--- src/rtl/dmem_rsp_pkg.sv ---
`default_nettype none
// ============================================================================
// Module : dmem_rsp_pkg
// Brief  : Shared constants and FSM encoding for the dmem_responder slice.
// Rev    : 1.0  initial release
// ============================================================================
package dmem_rsp_pkg;

    localparam int DATA_W = 32;
    localparam int BE_W   = DATA_W / 8;
    localparam int WCNT_W = 4;

    typedef enum logic [1:0] {
        IDLE   = 2'd0,
        WAIT   = 2'd1,
        ACCESS = 2'd2,
        RESP   = 2'd3
    } state_e;

    localparam logic [1:0] ST_IDLE   = IDLE;
    localparam logic [1:0] ST_WAIT   = WAIT;
    localparam logic [1:0] ST_ACCESS = ACCESS;
    localparam logic [1:0] ST_RESP   = RESP;

endpackage
`default_nettype wire

--- src/rtl/dmem_responder_if.sv ---
`default_nettype none
// ============================================================================
// Module : dmem_responder_if
// Brief  : Request/response valid-ready channels between a load/store initiator and the responder.
// Rev    : 1.0  initial release
// ============================================================================
interface dmem_responder_if #(
    parameter int ADR_W  = 5,
    parameter int DATA_W = dmem_rsp_pkg::DATA_W
);
    import dmem_rsp_pkg::*;

    logic                  ReqValid;
    logic                  ReqReady;
    logic                  ReqWrite;
    logic [ADR_W-1:0]      ReqAdr;
    logic [DATA_W-1:0]     ReqWData;
    logic [DATA_W/8-1:0]   ReqBe;
    logic                  RspValid;
    logic                  RspReady;
    logic [DATA_W-1:0]     RspRData;
    logic                  RspWrite;

    modport master (
        output ReqValid, ReqWrite, ReqAdr, ReqWData, ReqBe, RspReady,
        input  ReqReady, RspValid, RspRData, RspWrite
    );

    modport slave (
        input  ReqValid, ReqWrite, ReqAdr, ReqWData, ReqBe, RspReady,
        output ReqReady, RspValid, RspRData, RspWrite
    );

endinterface
`default_nettype wire

--- src/rtl/dmem_array.sv ---
`default_nettype none
// ============================================================================
// Module : dmem_array
// Brief  : Word storage with per-byte synchronous write and combinational read; never reset.
// Rev    : 1.0  initial release
// ============================================================================
module dmem_array
    import dmem_rsp_pkg::*;
#(
    parameter int ADR_W  = 5,
    parameter int DATA_W = dmem_rsp_pkg::DATA_W
) (
    input  logic                  clk_i,
    input  logic                  we_i,
    input  logic [ADR_W-1:0]      adr_i,
    input  logic [DATA_W/8-1:0]   be_i,
    input  logic [DATA_W-1:0]     wdata_i,
    output logic [DATA_W-1:0]     rdata_o
);

    localparam int DEPTH  = 2 ** ADR_W;
    localparam int NUM_BE = DATA_W / 8;

    logic [DATA_W-1:0] mem_q [DEPTH];

    always_ff @(posedge clk_i) begin
        if (we_i) begin
            for (int i = 0; i < NUM_BE; i++) begin
                if (be_i[i]) begin
                    mem_q[adr_i][i*8 +: 8] <= wdata_i[i*8 +: 8];
                end
            end
        end
    end

    assign rdata_o = mem_q[adr_i];

endmodule
`default_nettype wire

--- src/rtl/dmem_responder.sv ---
`default_nettype none
// ============================================================================
// Module : dmem_responder
// Brief  : Stallable data-memory responder: accept, wait states, access, hold response.
// Rev    : 1.0  initial release
// ============================================================================
module dmem_responder
    import dmem_rsp_pkg::*;
#(
    parameter int ADR_W       = 5,
    parameter int DATA_W      = dmem_rsp_pkg::DATA_W,
    parameter int WAIT_CYCLES = 2
) (
    input  logic               Clk,
    input  logic               Reset,
    dmem_responder_if.slave    mem_if
);

    localparam int                NUM_BE   = DATA_W / 8;
    localparam logic [WCNT_W-1:0] CNT_ONE  = WCNT_W'(1);
    localparam logic [WCNT_W-1:0] CNT_LOAD = (WAIT_CYCLES > 0) ? WCNT_W'(WAIT_CYCLES - 1) : '0;

    logic [1:0]        state_q, state_d;
    logic [WCNT_W-1:0] cnt_q, cnt_d;
    logic              wr_q, wr_d;
    logic [ADR_W-1:0]  adr_q, adr_d;
    logic [DATA_W-1:0] wdata_q, wdata_d;
    logic [NUM_BE-1:0] be_q, be_d;
    logic              req_ready_q, req_ready_d;
    logic              rsp_valid_q, rsp_valid_d;
    logic [DATA_W-1:0] rsp_rdata_q, rsp_rdata_d;
    logic              rsp_write_q, rsp_write_d;

    logic              arr_we;
    logic [DATA_W-1:0] arr_rdata;

    // Only the captured request drives the array; bus fields are ignored after accept.
    assign arr_we = (state_q == ST_ACCESS) && wr_q;

    dmem_array #(
        .ADR_W  (ADR_W),
        .DATA_W (DATA_W)
    ) u_array (
        .clk_i   (Clk),
        .we_i    (arr_we),
        .adr_i   (adr_q),
        .be_i    (be_q),
        .wdata_i (wdata_q),
        .rdata_o (arr_rdata)
    );

    always_comb begin
        state_d     = state_q;
        cnt_d       = cnt_q;
        wr_d        = wr_q;
        adr_d       = adr_q;
        wdata_d     = wdata_q;
        be_d        = be_q;
        rsp_rdata_d = rsp_rdata_q;
        rsp_write_d = rsp_write_q;

        case (state_q)
            ST_IDLE: begin
                if (mem_if.ReqValid && req_ready_q) begin
                    wr_d    = mem_if.ReqWrite;
                    adr_d   = mem_if.ReqAdr;
                    wdata_d = mem_if.ReqWData;
                    be_d    = mem_if.ReqBe;
                    if (WAIT_CYCLES == 0) begin
                        state_d = ST_ACCESS;
                    end else begin
                        state_d = ST_WAIT;
                        cnt_d   = CNT_LOAD;
                    end
                end
            end
            ST_WAIT: begin
                if (cnt_q == '0) begin
                    state_d = ST_ACCESS;
                end else begin
                    cnt_d = cnt_q - CNT_ONE;
                end
            end
            ST_ACCESS: begin
                state_d     = ST_RESP;
                rsp_write_d = wr_q;
                rsp_rdata_d = wr_q ? '0 : arr_rdata;
            end
            ST_RESP: begin
                if (mem_if.RspReady) begin
                    state_d = ST_IDLE;
                end
            end
            default: state_d = ST_IDLE;
        endcase
    end

    // Handshake outputs are registered from the next state so no input reaches them combinationally.
    assign req_ready_d = (state_d == ST_IDLE);
    assign rsp_valid_d = (state_d == ST_RESP);

    always_ff @(posedge Clk or negedge Reset) begin
        if (!Reset) begin
            state_q     <= ST_IDLE;
            cnt_q       <= '0;
            wr_q        <= 1'b0;
            adr_q       <= '0;
            wdata_q     <= '0;
            be_q        <= '0;
            req_ready_q <= 1'b0;
            rsp_valid_q <= 1'b0;
            rsp_rdata_q <= '0;
            rsp_write_q <= 1'b0;
        end else begin
            state_q     <= state_d;
            cnt_q       <= cnt_d;
            wr_q        <= wr_d;
            adr_q       <= adr_d;
            wdata_q     <= wdata_d;
            be_q        <= be_d;
            req_ready_q <= req_ready_d;
            rsp_valid_q <= rsp_valid_d;
            rsp_rdata_q <= rsp_rdata_d;
            rsp_write_q <= rsp_write_d;
        end
    end

    assign mem_if.ReqReady = req_ready_q;
    assign mem_if.RspValid = rsp_valid_q;
    assign mem_if.RspRData = rsp_rdata_q;
    assign mem_if.RspWrite = rsp_write_q;

endmodule
`default_nettype wire

--- src/flat_wrapper.sv ---
// flat-port wrapper written by rule: the top's interface ports become plain ports
module dmem_responder_flat import dmem_rsp_pkg::*;
#(
    parameter int ADR_W       = 5,
    parameter int DATA_W      = dmem_rsp_pkg::DATA_W,
    parameter int WAIT_CYCLES = 2
)
  (Clk, Reset, mem_if_ReqValid, mem_if_ReqWrite, mem_if_ReqAdr, mem_if_ReqWData, mem_if_ReqBe, mem_if_RspReady, mem_if_ReqReady, mem_if_RspValid, mem_if_RspRData, mem_if_RspWrite);
  dmem_responder_if #(.ADR_W(ADR_W), .DATA_W(DATA_W)) mem_if_i ();
  input  logic Clk;
  input  logic Reset;
  input wire logic [$bits(mem_if_i.ReqValid)-1:0] mem_if_ReqValid;
  input wire logic [$bits(mem_if_i.ReqWrite)-1:0] mem_if_ReqWrite;
  input wire logic [$bits(mem_if_i.ReqAdr)-1:0] mem_if_ReqAdr;
  input wire logic [$bits(mem_if_i.ReqWData)-1:0] mem_if_ReqWData;
  input wire logic [$bits(mem_if_i.ReqBe)-1:0] mem_if_ReqBe;
  input wire logic [$bits(mem_if_i.RspReady)-1:0] mem_if_RspReady;
  output wire logic [$bits(mem_if_i.ReqReady)-1:0] mem_if_ReqReady;
  output wire logic [$bits(mem_if_i.RspValid)-1:0] mem_if_RspValid;
  output wire logic [$bits(mem_if_i.RspRData)-1:0] mem_if_RspRData;
  output wire logic [$bits(mem_if_i.RspWrite)-1:0] mem_if_RspWrite;
  assign mem_if_i.ReqValid = mem_if_ReqValid;
  assign mem_if_i.ReqWrite = mem_if_ReqWrite;
  assign mem_if_i.ReqAdr = mem_if_ReqAdr;
  assign mem_if_i.ReqWData = mem_if_ReqWData;
  assign mem_if_i.ReqBe = mem_if_ReqBe;
  assign mem_if_i.RspReady = mem_if_RspReady;
  assign mem_if_ReqReady = mem_if_i.ReqReady;
  assign mem_if_RspValid = mem_if_i.RspValid;
  assign mem_if_RspRData = mem_if_i.RspRData;
  assign mem_if_RspWrite = mem_if_i.RspWrite;
  dmem_responder #(.ADR_W(ADR_W), .DATA_W(DATA_W), .WAIT_CYCLES(WAIT_CYCLES)) u_core (.Clk(Clk), .Reset(Reset), .mem_if(mem_if_i));
endmodule
--- config.mk ---
export PLATFORM = sky130hd
export DESIGN_NAME = dmem_responder_flat
export DESIGN_NICKNAME = d
export VERILOG_FILES = /design/src/rtl/dmem_rsp_pkg.sv /design/src/rtl/dmem_responder_if.sv /design/src/rtl/dmem_array.sv /design/src/rtl/dmem_responder.sv /design/src/flat_wrapper.sv
export SDC_FILE = /design/constraint.sdc
export NUM_CORES = 1
export LEC_CHECK = 0
export CAP_MARGIN = 15
export CORE_MARGIN = 2
export CORE_UTILIZATION = 60
export CTS_CLUSTER_DIAMETER = 150
export DETAILED_ROUTE_END_ITERATION = 10
export PLACE_DENSITY_LB_ADDON = 0.15
export SYNTH_ARGS = -nofsm -noshare
export SYNTH_HDL_FRONTEND = slang
export SYNTH_HIERARCHICAL = 1
export SYNTH_SLANG_ARGS = --single-unit
--- constraint.sdc ---
create_clock -name Clk -period 3.8 [get_ports Clk]
set_clock_uncertainty 0.1 [all_clocks]
set_input_delay 0.95 -clock Clk [delete_from_list [all_inputs] [get_ports Clk]]
set_output_delay 0.95 -clock Clk [all_outputs]
set_load 0.02 [all_outputs]
==> summary by stage, run 1 <==
Drt
After detailed routing, the number of remaining DRC violations is 0. In this run the remaining antenna-violating nets after routing total 0. The number of vias per cell is 6.19.

The per-cell routed wire length is 26.4 um. The detailed router's first-iteration violation count is 2367. The via count of the routed design is 23244. The detailed-route wire length is 99200 um. The number of detailed-route iterations in the first pass is 6.

Die
The row count is 97. Once the floorplan was initialized, standard cells occupied 60.8% of the core. The core region is 70400 um^2.

The die area is 73500 um^2. The number of ports placed on the die boundary is 81. The floorplan step set the die width to 271 um. In this run the vertical extent of the chip is 271 um.

STA
Setup repair after global routing left no endpoint under its margin. Dividing the final minimum period by the clock period gives 90.0%. The post-route minimum period is 3.42 ns. The relative slew slack is 16.2%. The final sum of negative setup slack is 0 ns. The number of hold violations in the final report is 0. Based on the critical path, the design can be clocked at up to 293 MHz. The number of endpoints failing setup at the final stage is 0.

The transition time at the pin with the least slew margin is 1.26 ns. The max-slew violation count is 0.

Logic synthesis
By area the synthesized netlist is led by edfxtp_1 72%, mux2i_1 12%, dfrtp_1 4.8%, o22ai_1 3.7%, nand2_1 2.0%. The share of synthesized area in the top cell type comes to 71.8%. The most used flip-flop cell after synthesis is edfxtp_1. The Yosys step of the flow raised 6 warnings. The dominant cell by count in the synthesized netlist is edfxtp_1. Yosys mapped a number of flops with a built-in enable equal to 1024. The count of cell types in the netlist is 35. After synthesis the netlist holds a flip-flop and latch count of 1107. Dividing the synthesized area by the synthesized cell count gives 16.8 um^2.

The commonest cells after synthesis are 1024 x edfxtp_1, 514 x mux2i_1, 256 x o22ai_1. In this run the cell area of the synthesized design comes to 42800 um^2. The async set or reset register ratio after synthesis is 7.50%. The sequential fraction of the synthesis area is 76.6%. The synthesized design spends more area on one cell type than any other, namely edfxtp_1. The number of instances in the synthesized netlist is 2557. The post-synth net total is 2605.

CTS
Buffers inserted during clock tree synthesis total 106. The clock tree from TritonCTS is built. The H-tree was split into 3 levels. The clock-pin transition on the worst setup and hold timing paths is 0.06 ns. The number of buffers inserted by hold repair at cts is 0. No sink is reached through more buffers than the 3 on the longest clock path. The clock insertion delay at the later pin of the skew report is 0.66 ns. The clock root buffer is clkbuf_16. After clock tree synthesis, the setup repair step added 0 buffers. Gates resized during post-CTS repair numbered 0. The clock net in this run drives a total of 1107 sinks.

Setup path
The type of origin of the critical path is a flop. Walking the worst path, the cells encountered are nand2b_4 > nor2_1 > nand4_1 > nor2_1. The critical path is of the flop to flop type. STA classifies the critical path endpoint as a flop. The critical path data required time is 3.99 ns. In this design, the stage delay of the slowest critical-path cell is 0.84 ns. The number of buffers and inverters on the critical path is 0.

The arrival time of data at the critical path endpoint is 3.60 ns. The endpoint of the worst-slack reg-to-reg timing path is u_core/u_array/mem_q[3][23]. The startpoint of the worst register-to-register path is u_core/state_q[0]. The library cell contributing the largest single delay on the critical path is nor2_1.

The kind of cell with the highest combined delay on the critical path is simple AND/OR/NAND/NOR gates. The most numerous cell on the critical path is nor2_1. In this run the worst path has a maximum fanout of 10.

The worst-case register-to-register setup slack is 0.38 ns. The number of cell instances on the worst register-to-register path is 4.

Global routing
The via count of the first global-routing pass is 22975. The first global-routing pass estimated 145000 um of wire. The global router's overall resource usage is 27.0%. The total overflow left after global routing is 0. The maximum number of pins on one net before global-route repair is 78. The initial antenna violation count is 2.

Finish
The area growth from synthesis to layout is 14.6%. The total of fill cells in the finished design is 4601. The total non-filler cell area in the finished layout is 49100 um^2. Cells with a size suffix above 1 make up 11.6% of the layout. After the last flow step, the layout net total stands at 2773. The number of antenna repair diodes is 0.

Place
The number of port buffers is 80. The weighted congestion reported at the end of routability-driven placement is 0.838. In this run the cell area measured after placement is 45100 um^2. The half-perimeter wire length after detailed placement is 62100 um.

Worst hold path
In this run the worst hold path is classified as primary input to async pin.

Job
Max-cap violations in this run came to 0.

Power and ir drop
Across the VDD grid, the largest voltage drop is 0.623 mV. For this design the static power due to leakage is 0.0168 uW. The ratio of total power to cell area is 726 nW/um^2.

The total design power is 35700 uW.

Run status
The run finished with clean final reports.
## power breakdown
group / internal, uW / switching (uW)
Sequential: 15100 / 1460
Clock: 6600 / 4390
Combinational: 3090 / 5000
Total: 24800 / 10900
## worst reg2reg max path, cell delays in order, from the launching register on
cell	delay [ns]
dfrtp_1	0.45
nand2b_4	0.20
nor2_1	0.65
nand4_1	0.80
nor2_1	0.85
## logic make-up after synthesis
group,synth area share [%]
flip-flops,76.6
AND/OR/NAND/NOR,5.01
adder cells (fa/ha/maj),0.0584
AO/OA/AOI/OAI,4.21
multiplexers,12.0
buffers and inverters,2.05
## registers in the layout, indices dropped and copies added, names as in the netlist
signal	cells
u_core/adr_q	5
u_core/wr_q	1
u_core/be_q	4
u_core/mem_if.RspValid	1
u_core/mem_if.RspRData	32
u_core/cnt_q	4
u_core/mem_if.RspWrite	1
u_core/wdata_q	32
u_core/state_q	2
u_core/u_array/mem_q	1024
u_core/mem_if.ReqReady	1
## cell usage in the layout, fill, tap and decap left out, types with 9 or more instances in the layout
cell type / count
bufinv_16: 16
edfxtp_1: 1024
buf_16: 10
clkinv_1: 17
clkbuf_1: 14
nor4_1: 65
o22ai_1: 256
mux2i_1: 514
clkinv_2: 23
clkbuf_16: 111
dfrtp_1: 82
nand3_1: 15
buf_4: 118
buf_12: 9
nor2_1: 134
clkbuf_8: 10
nand2_1: 224
o21ai_1: 34
clkdlybuf4s50_1: 79
## per-stage QoR
stage	util (%)	worst slack, ns	hold WS (ns)	std cells
floorplan	-	1.30	0.340	2557
global placement	64.0	0.609	0.368	3545
detailed placement	64.1	0.522	0.376	3546
CTS	69.3	0.500	0.320	3747
global route	69.7	0.251	0.364	3758
finish	69.7	0.382	0.297	3758
## layer usage
metal	track usage [%]	vias up	routed length [um]
li1	-	10317	-
met3	5.23	145	8190
met5	0	-	0
met4	8.94	0	2610
met2	43.7	962	48400
met1	37.4	11820	40000
## layout make-up
cell class,instances,area [um^2],area share [%]
clock buffer,135,2970,6.05
tap,940,1180,2.40
sequential,1107,32800,66.9
multi-input combinational,1287,9180,18.7
inverter,5,18.8,0.0382
timing repair buffer,218,2160,4.41
clock inverter,66,742,1.51
## worst max path at each step
stage | startpoint | end | depth (start not counted)
floorplan | u_core/state_q[0] | u_core/u_array/mem_q[12][0] | 7
global placement | u_core/adr_q[0] | u_core/mem_if.RspRData[17] | 7
detailed placement | u_core/state_q[0] | u_core/u_array/mem_q[3][18] | 4
CTS | u_core/state_q[0] | u_core/u_array/mem_q[3][22] | 4
global route | u_core/state_q[0] | u_core/u_array/mem_q[11][16] | 4
finish | u_core/state_q[0] | u_core/u_array/mem_q[3][23] | 4
No activity file was read; power rests on OpenSTA's default activity.
==> run 2: changes to the inputs <==
--- a/config.mk
+++ b/config.mk
@@ -7,7 +7,7 @@
 export LEC_CHECK = 0
 export CAP_MARGIN = 15
 export CORE_MARGIN = 2
-export CORE_UTILIZATION = 60
+export CORE_UTILIZATION = 30
 export CTS_CLUSTER_DIAMETER = 150
 export DETAILED_ROUTE_END_ITERATION = 10
 export PLACE_DENSITY_LB_ADDON = 0.15
==> run 2 against run 1 <==
- clock-buffer cell count is 35 higher
- utilization is 34 points lower
- combinational power is 17% higher
- worst setup slack better by 0.068 ns
- via count hardly changed
- flip-flop and latch count stayed put
- first-iteration DRC count is 11% lower
- sequential power is 5% lower
==> summary by stage, run 2 (synthesis results as in run 1) <==
Job
The max-cap violation count came to 0 (unchanged).

Power and ir drop
The ratio of total power to cell area came to 733 nW/um^2 (+0.91%). The highest ir drop seen on vdd came to 0.485 mV (-22%). The total design power came to 37100 uW (+4.1%). The leakage dissipation is 0.0170 uW (+1.1%).

STA
The final sum of negative setup slack is 0 ns (unchanged). The relative slew slack is 22.1% (+5.9 points). The final hold slack came to 0.189 ns (-0.108 ns). The post-route minimum period is 3.35 ns (-0.0681 ns). The number of hold violations in the final report is 0 (unchanged).

The maximum operating frequency was 299 MHz (+2.0%). Setup repair after global routing left no endpoint under its margin. The part of the cycle the worst path needs is 88.2% (-1.8 points).

The transition time at the pin with the least slew margin was 1.17 ns (-0.0886 ns). The number of endpoints failing setup at the final stage is 0 (unchanged). The max-slew violation count was 0 (unchanged).

Place
The number of port buffers came to 80 (unchanged). The half-perimeter wire length after detailed placement was 77800 um (+25%). The post-placement cell count came to 4516 (+27%). The weighted congestion reported at the end of routability-driven placement is 0.789 (-5.8%).

Setup path
The critical path data required time is 4.27 ns (+0.28 ns). The slowest stage of the critical path is the dfrtp_1 cell. The largest fanout of any net on the critical path came to 25 (+15). The worst setup path is launched from a flop. The worst-case register-to-register setup slack is 0.45 ns (+0.07 ns). The number of cell instances on the worst register-to-register path was 7 (+3). The critical path starts at u_core/adr_q[4].

The kind of cell with the highest combined delay along the critical path is simple AND/OR/NAND/NOR gates. The endpoint of the worst-slack reg-to-reg timing path is u_core/mem_if.RspRData[12]. In this run the critical register-to-register path is launched from u_core/adr_q[4]. The arrival time of data at the critical path endpoint is 3.82 ns (+0.22 ns). The logic depth of the worst setup path including buffers came to 7 (+3). The setup path with the least slack is of type flop to flop. The most numerous cell on the critical path is nand2_1. The critical path goes through nand4bb_2 > buf_4 > o22ai_1 > nor4_1 > nand2_1 > nand2_1 > o21ai_1. The type of destination of the critical path is a flop. The worst stage delay on the critical path was 0.81 ns (-0.03 ns). The number of buffers and inverters on the critical path is 1 (+1).

Die
The core area came to 142000 um^2 (+100%). The vertical extent of the die came to 382 um (+41%). The row count is 138 (+42%).

The initial core utilization is 30.3% (-31 points). The die area is 146000 um^2 (+98%). The width of the chip is 382 um (+41%). The number of ports placed on the die boundary is 81 (unchanged).

Finish
The total of fill cells in the finished design is 13405 (+190%). The library cell used most frequently in the layout, excluding fill and tap cells, is edfxtp_1. More flip-flops sit in one register than any other, and that register is u_core/u_array/mem_q. The number of flip-flops in the largest register is 1024 (unchanged).

The top cell types in the final layout, fill and taps aside, are 1024 x edfxtp_1, 514 x mux2i_1, 256 x o22ai_1. The post-layout instance count excluding filler cells is 4746 (+26%). The share of layout cells above drive strength 1 is 12.3% (+0.69 points). The number of nets in the finished design came to 2798 (+0.90%).

The signed area change from the synthesized netlist to the final layout is 18.2%.

Drt
The number of vias per cell is 4.90 (-21%). The number of detailed-route iterations in the first pass came to 8 (+2). The per-cell routed wire length is 25.5 um (-3.6%). The detailed-route wire length is 121000 um (+22%). The number of nets still failing antenna checks after routing came to 0 (unchanged).

The via count of the routed design is 23245 (+0.0043%). The detailed router's first-iteration violation count was 2099 (-11%). The remaining design rule violation count is 0 (unchanged).

CTS
In this run the clock root is driven by a clkbuf_16. The number of clock sinks came to 1107 (unchanged). The buffer count from post-CTS setup fixing is 0 (unchanged). The number of buffers inserted by hold repair at cts is 0 (unchanged). The maximum buffer depth of the clock tree is 3 (unchanged). The post-cts gate resize count was 0 (unchanged). The clock insertion delay at the later pin of the skew report is 0.71 ns (+0.05 ns). The H-tree depth came to 3 (unchanged).

The clock-pin transition on the worst setup and hold timing paths is 0.06 ns (about the same). The number of buffers inserted during clock tree synthesis is 120 (+13%). The clock tree from TritonCTS is built.

Global routing
The global router's overall resource usage is 16.3% (-11 points). The via count of the first global-routing pass is 23468 (+2.1%). The first-pass GRT wire length is 173000 um (+19%). The maximum number of pins on one net before global-route repair was 61 (-22%). The initial antenna violation count was 2 (unchanged). The final global-route overflow total is 0 (unchanged).

Run status
The run finished with clean final reports.

Worst hold path
The class of the tightest hold or removal check is primary input to async pin.
==> run 2: changes by cell type in the layout (fill, tap and decap cells not counted), moves of 4 or more <==
cell	previous run	this run
buf_16	10	3
clkbuf_1	14	30
buf_12	9	17
clkbuf_8	10	19
clkbuf_16	111	121
clkinvlp_4	8	4
buf_4	118	130
==> run 2: cell type report <==
cell class	count	area (um^2)	area share [%]
Antenna cell	1	2.50	0.00494
Clock buffer	170	3400	6.72
Clock inverter	57	647	1.28
Inverter	5	18.8	0.0371
Multi-Input combinational cell	1287	9180	18.1
Sequential cell	1107	32800	64.8
Tap cell	1890	2360	4.67
Timing Repair Buffer	229	2190	4.32
==> run 2: per-layer routing <==
layer,global-route usage [%],share of wire [%]
met5,0,0
met4,3.70,1.7
met3,2.55,5.5
met2,26.4,47
met1,23.1,45
==> run 2: metrics by stage <==
stage	worst slack, ns	cell area, um^2	utilization [%]
after floorplan	1.30	42800	-
after global placement	0.641	46500	32.8
after detailed placement	0.536	46500	32.9
after CTS	0.507	50600	35.7
after global routing	0.404	50600	35.8
final	0.450	50600	35.8
==> run 2: where the power goes <==
group,total (uW),internal (uW),switching (uW)
combinational,9480,3190,6290
sequential,15800,15100,659
clock,11900,7140,4720
==> run 2: how the worst max path moves through the flow <==
stage,endpoint
floorplan,u_core/u_array/mem_q[12][0]
global placement,u_core/mem_if.RspRData[12]
finish,u_core/mem_if.RspRData[12]
global route,u_core/mem_if.RspRData[27]
CTS,u_core/mem_if.RspRData[16]
detailed placement,u_core/mem_if.RspRData[16]
==> edit (config.mk and constraints of run 1) <==
`adr_q`, `wdata_q`, `be_q` and `rsp_rdata_q` no longer have a reset.
--- a/src/rtl/dmem_responder.sv
+++ b/src/rtl/dmem_responder.sv
@@ -106,8 +106,4 @@
             wr_q        <= 1'b0;
-            adr_q       <= '0;
-            wdata_q     <= '0;
-            be_q        <= '0;
             req_ready_q <= 1'b0;
             rsp_valid_q <= 1'b0;
-            rsp_rdata_q <= '0;
             rsp_write_q <= 1'b0;
@@ -117,10 +113,13 @@
             wr_q        <= wr_d;
-            adr_q       <= adr_d;
-            wdata_q     <= wdata_d;
-            be_q        <= be_d;
             req_ready_q <= req_ready_d;
             rsp_valid_q <= rsp_valid_d;
-            rsp_rdata_q <= rsp_rdata_d;
             rsp_write_q <= rsp_write_d;
         end
+    end
+
+    always_ff @(posedge Clk) begin
+        adr_q       <= adr_d;
+        wdata_q     <= wdata_d;
+        be_q        <= be_d;
+        rsp_rdata_q <= rsp_rdata_d;
     end
Function: no difference found for any inputs over 4 cycles, from zero or initial values and one cycle with Reset low; that may be too few to reach the edited logic, so the function may still have changed.
==> edit against run 1 <==
- routed wire length barely moved
- count of clock-buffer cells in the layout fell by 6
- worst setup slack improved by 0.027 ns
- maximum frequency rose by 0.78%
- area after synthesis fell by 0.82%
- final area fell by 0.17%
- sequential cell count did not move
- critical path type unchanged
- critical endpoint is now u_core/mem_if.RspRData[30]
Power is not compared: it rests on default switching activity, and its combinational part moved more than twofold at a synthesized area within 25%.
==> edit: results (changes against run 1) <==
[metrics] Post-Place Cells: 3411 (was 3546)
[metrics] clock buffers created by TritonCTS: 107 (was 106)
[metrics] list of most frequent post-synthesis cells: sky130_fd_sc_hd__edfxtp_1 (1097), sky130_fd_sc_hd__mux2i_1 (515), sky130_fd_sc_hd__o22ai_1 (256), sky130_fd_sc_hd__nor2_1 (131), sky130_fd_sc_hd__buf_2 (81) (was sky130_fd_sc_hd__edfxtp_1 (1024), sky130_fd_sc_hd__mux2i_1 (514), sky130_fd_sc_hd__o22ai_1 (256), sky130_fd_sc_hd__nand2_1 (224), sky130_fd_sc_hd__nor2_1 (134))
[metrics] final non-filler cell area: 49000 um2 (was 49080 um2)
[metrics] M2 GR Usage: 0.4384 (was 0.4366)
[metrics] fraction of final layout cells with drive strength greater than 1: 0.1337 (was 0.1164)
[metrics] vias per cell: 6.261 (was 6.185)
[metrics] post-synth net total: 2399 (was 2605)
[metrics] endpoint of the worst-slack reg-to-reg timing path: u_core/mem_if.RspRData[30] (was u_core/u_array/mem_q[3][23])
[metrics] global placer's final weighted congestion: 0.8534 (was 0.8383)
[metrics] Critical Path Slowest Stage Cell: sky130_fd_sc_hd__nand4bb_2 (was sky130_fd_sc_hd__nor2_1)
[metrics] Post-DP Area: 45240 um2 (was 45090 um2)
[metrics] Total GRT Usage: 0.2700 (was 0.2699)
[metrics] M1 WL: 38650 um (was 39950 um)
[metrics] uppermost metal layer occupied by signal nets: met5 (was met4)
[metrics] outcome: finished, final reports clean (unchanged)
[metrics] maximum number of pins on one net before global-route repair: 98 (was 78)
[metrics] number of antenna violations at the first check in global routing: 1 (was 2)
[metrics] DP Wirelength: 62030 um (was 62130 um)
[metrics] routed wl met3: 8617 um (was 8185 um)
[metrics] Netlist cell types: 39 (was 35)
[metrics] reg2reg setup slack: 0.41 ns (was 0.38 ns)
[metrics] post-synthesis average cell area: 18.07 um2 (was 16.75 um2)
[metrics] launch instance of the worst register-to-register path: u_core/adr_q[2] (was u_core/state_q[0])
[metrics] Critical Path AT: 3.67 ns (was 3.60 ns)
[metrics] worst hold path class: register to register (was primary input to asynchronous set/reset pin)
[metrics] total wirelength of the detailed-routed design: 99140 um (was 99190 um)
[metrics] delay contributed by the slowest stage of the critical path: 0.86 ns (was 0.84 ns)
[metrics] number of DRC markers after the initial detailed-route iteration: 2803 (was 2367)
[metrics] number of global-route vias before repair: 22260 (was 22980)
[metrics] global-route wire length before repair: 144100 um (was 145400 um)
==> edit: cell types whose count changed after synthesis, sizes merged, moves of 3 or more <==
cell	delta
dfrtp	-73
edfxtp	+73
buf	-12
nor3	+3
nor2b	+32
nand2	-190
clkbuf	-3
o21ai	-33
nor2	-3
==> edit: stage by stage <==
stage          hold slack [ns]  setup slack (ns)
2_1_floorplan           0.3728            0.5194
3_3_place_gp            0.3912            0.5630
3_5_place_dp            0.3949            0.5329
4_1_cts                 0.4088            0.5202
5_1_grt                 0.4428            0.3532
6_report                0.4035            0.4085
==> edit: cell type report <==
| type | instances | area, um2 | area share |
|---|---|---|---|
| clock inverters | 64 | 613.1 | 0.01251 |
| inverters | 4 | 15.01 | 0.0003064 |
| well taps | 940 | 1176 | 0.02400 |
| flip-flops and latches | 1107 | 33190 | 0.6774 |
| repair buffers | 276 | 2653 | 0.05414 |
| clock buffers | 129 | 2824 | 0.05764 |
| multi-input cells | 1097 | 8523 | 0.1740 |
==> edit: logic make-up (layout without fill, tap and decap cells) <==
kind of cell | Yosys count | after routing | synth area share
adders and majority gates | 2 | 2 | 0.0005890
muxes | 517 | 517 | 0.1219
buffers and inverters | 147 | 473 | 0.01891
AOI/OAI and AO/OA | 266 | 266 | 0.03920
DFF | 1107 | 1107 | 0.7813
and+or+nand+nor | 312 | 312 | 0.03808
==> edit: power by group through the flow <==
| stage | registers [mW] | logic [mW] | clock network [mW] |
|---|---|---|---|
| final | 14.2 | 2.41 | 10.4 |
| after global routing | 14.3 | 2.55 | 11.0 |
| after CTS | 14.3 | 2.26 | 10.5 |
| after detailed placement | 14.6 | 2.26 | 0 |
| after global placement | 14.6 | 2.20 | 0 |
| after floorplan | 14.5 | 1.24 | 0 |
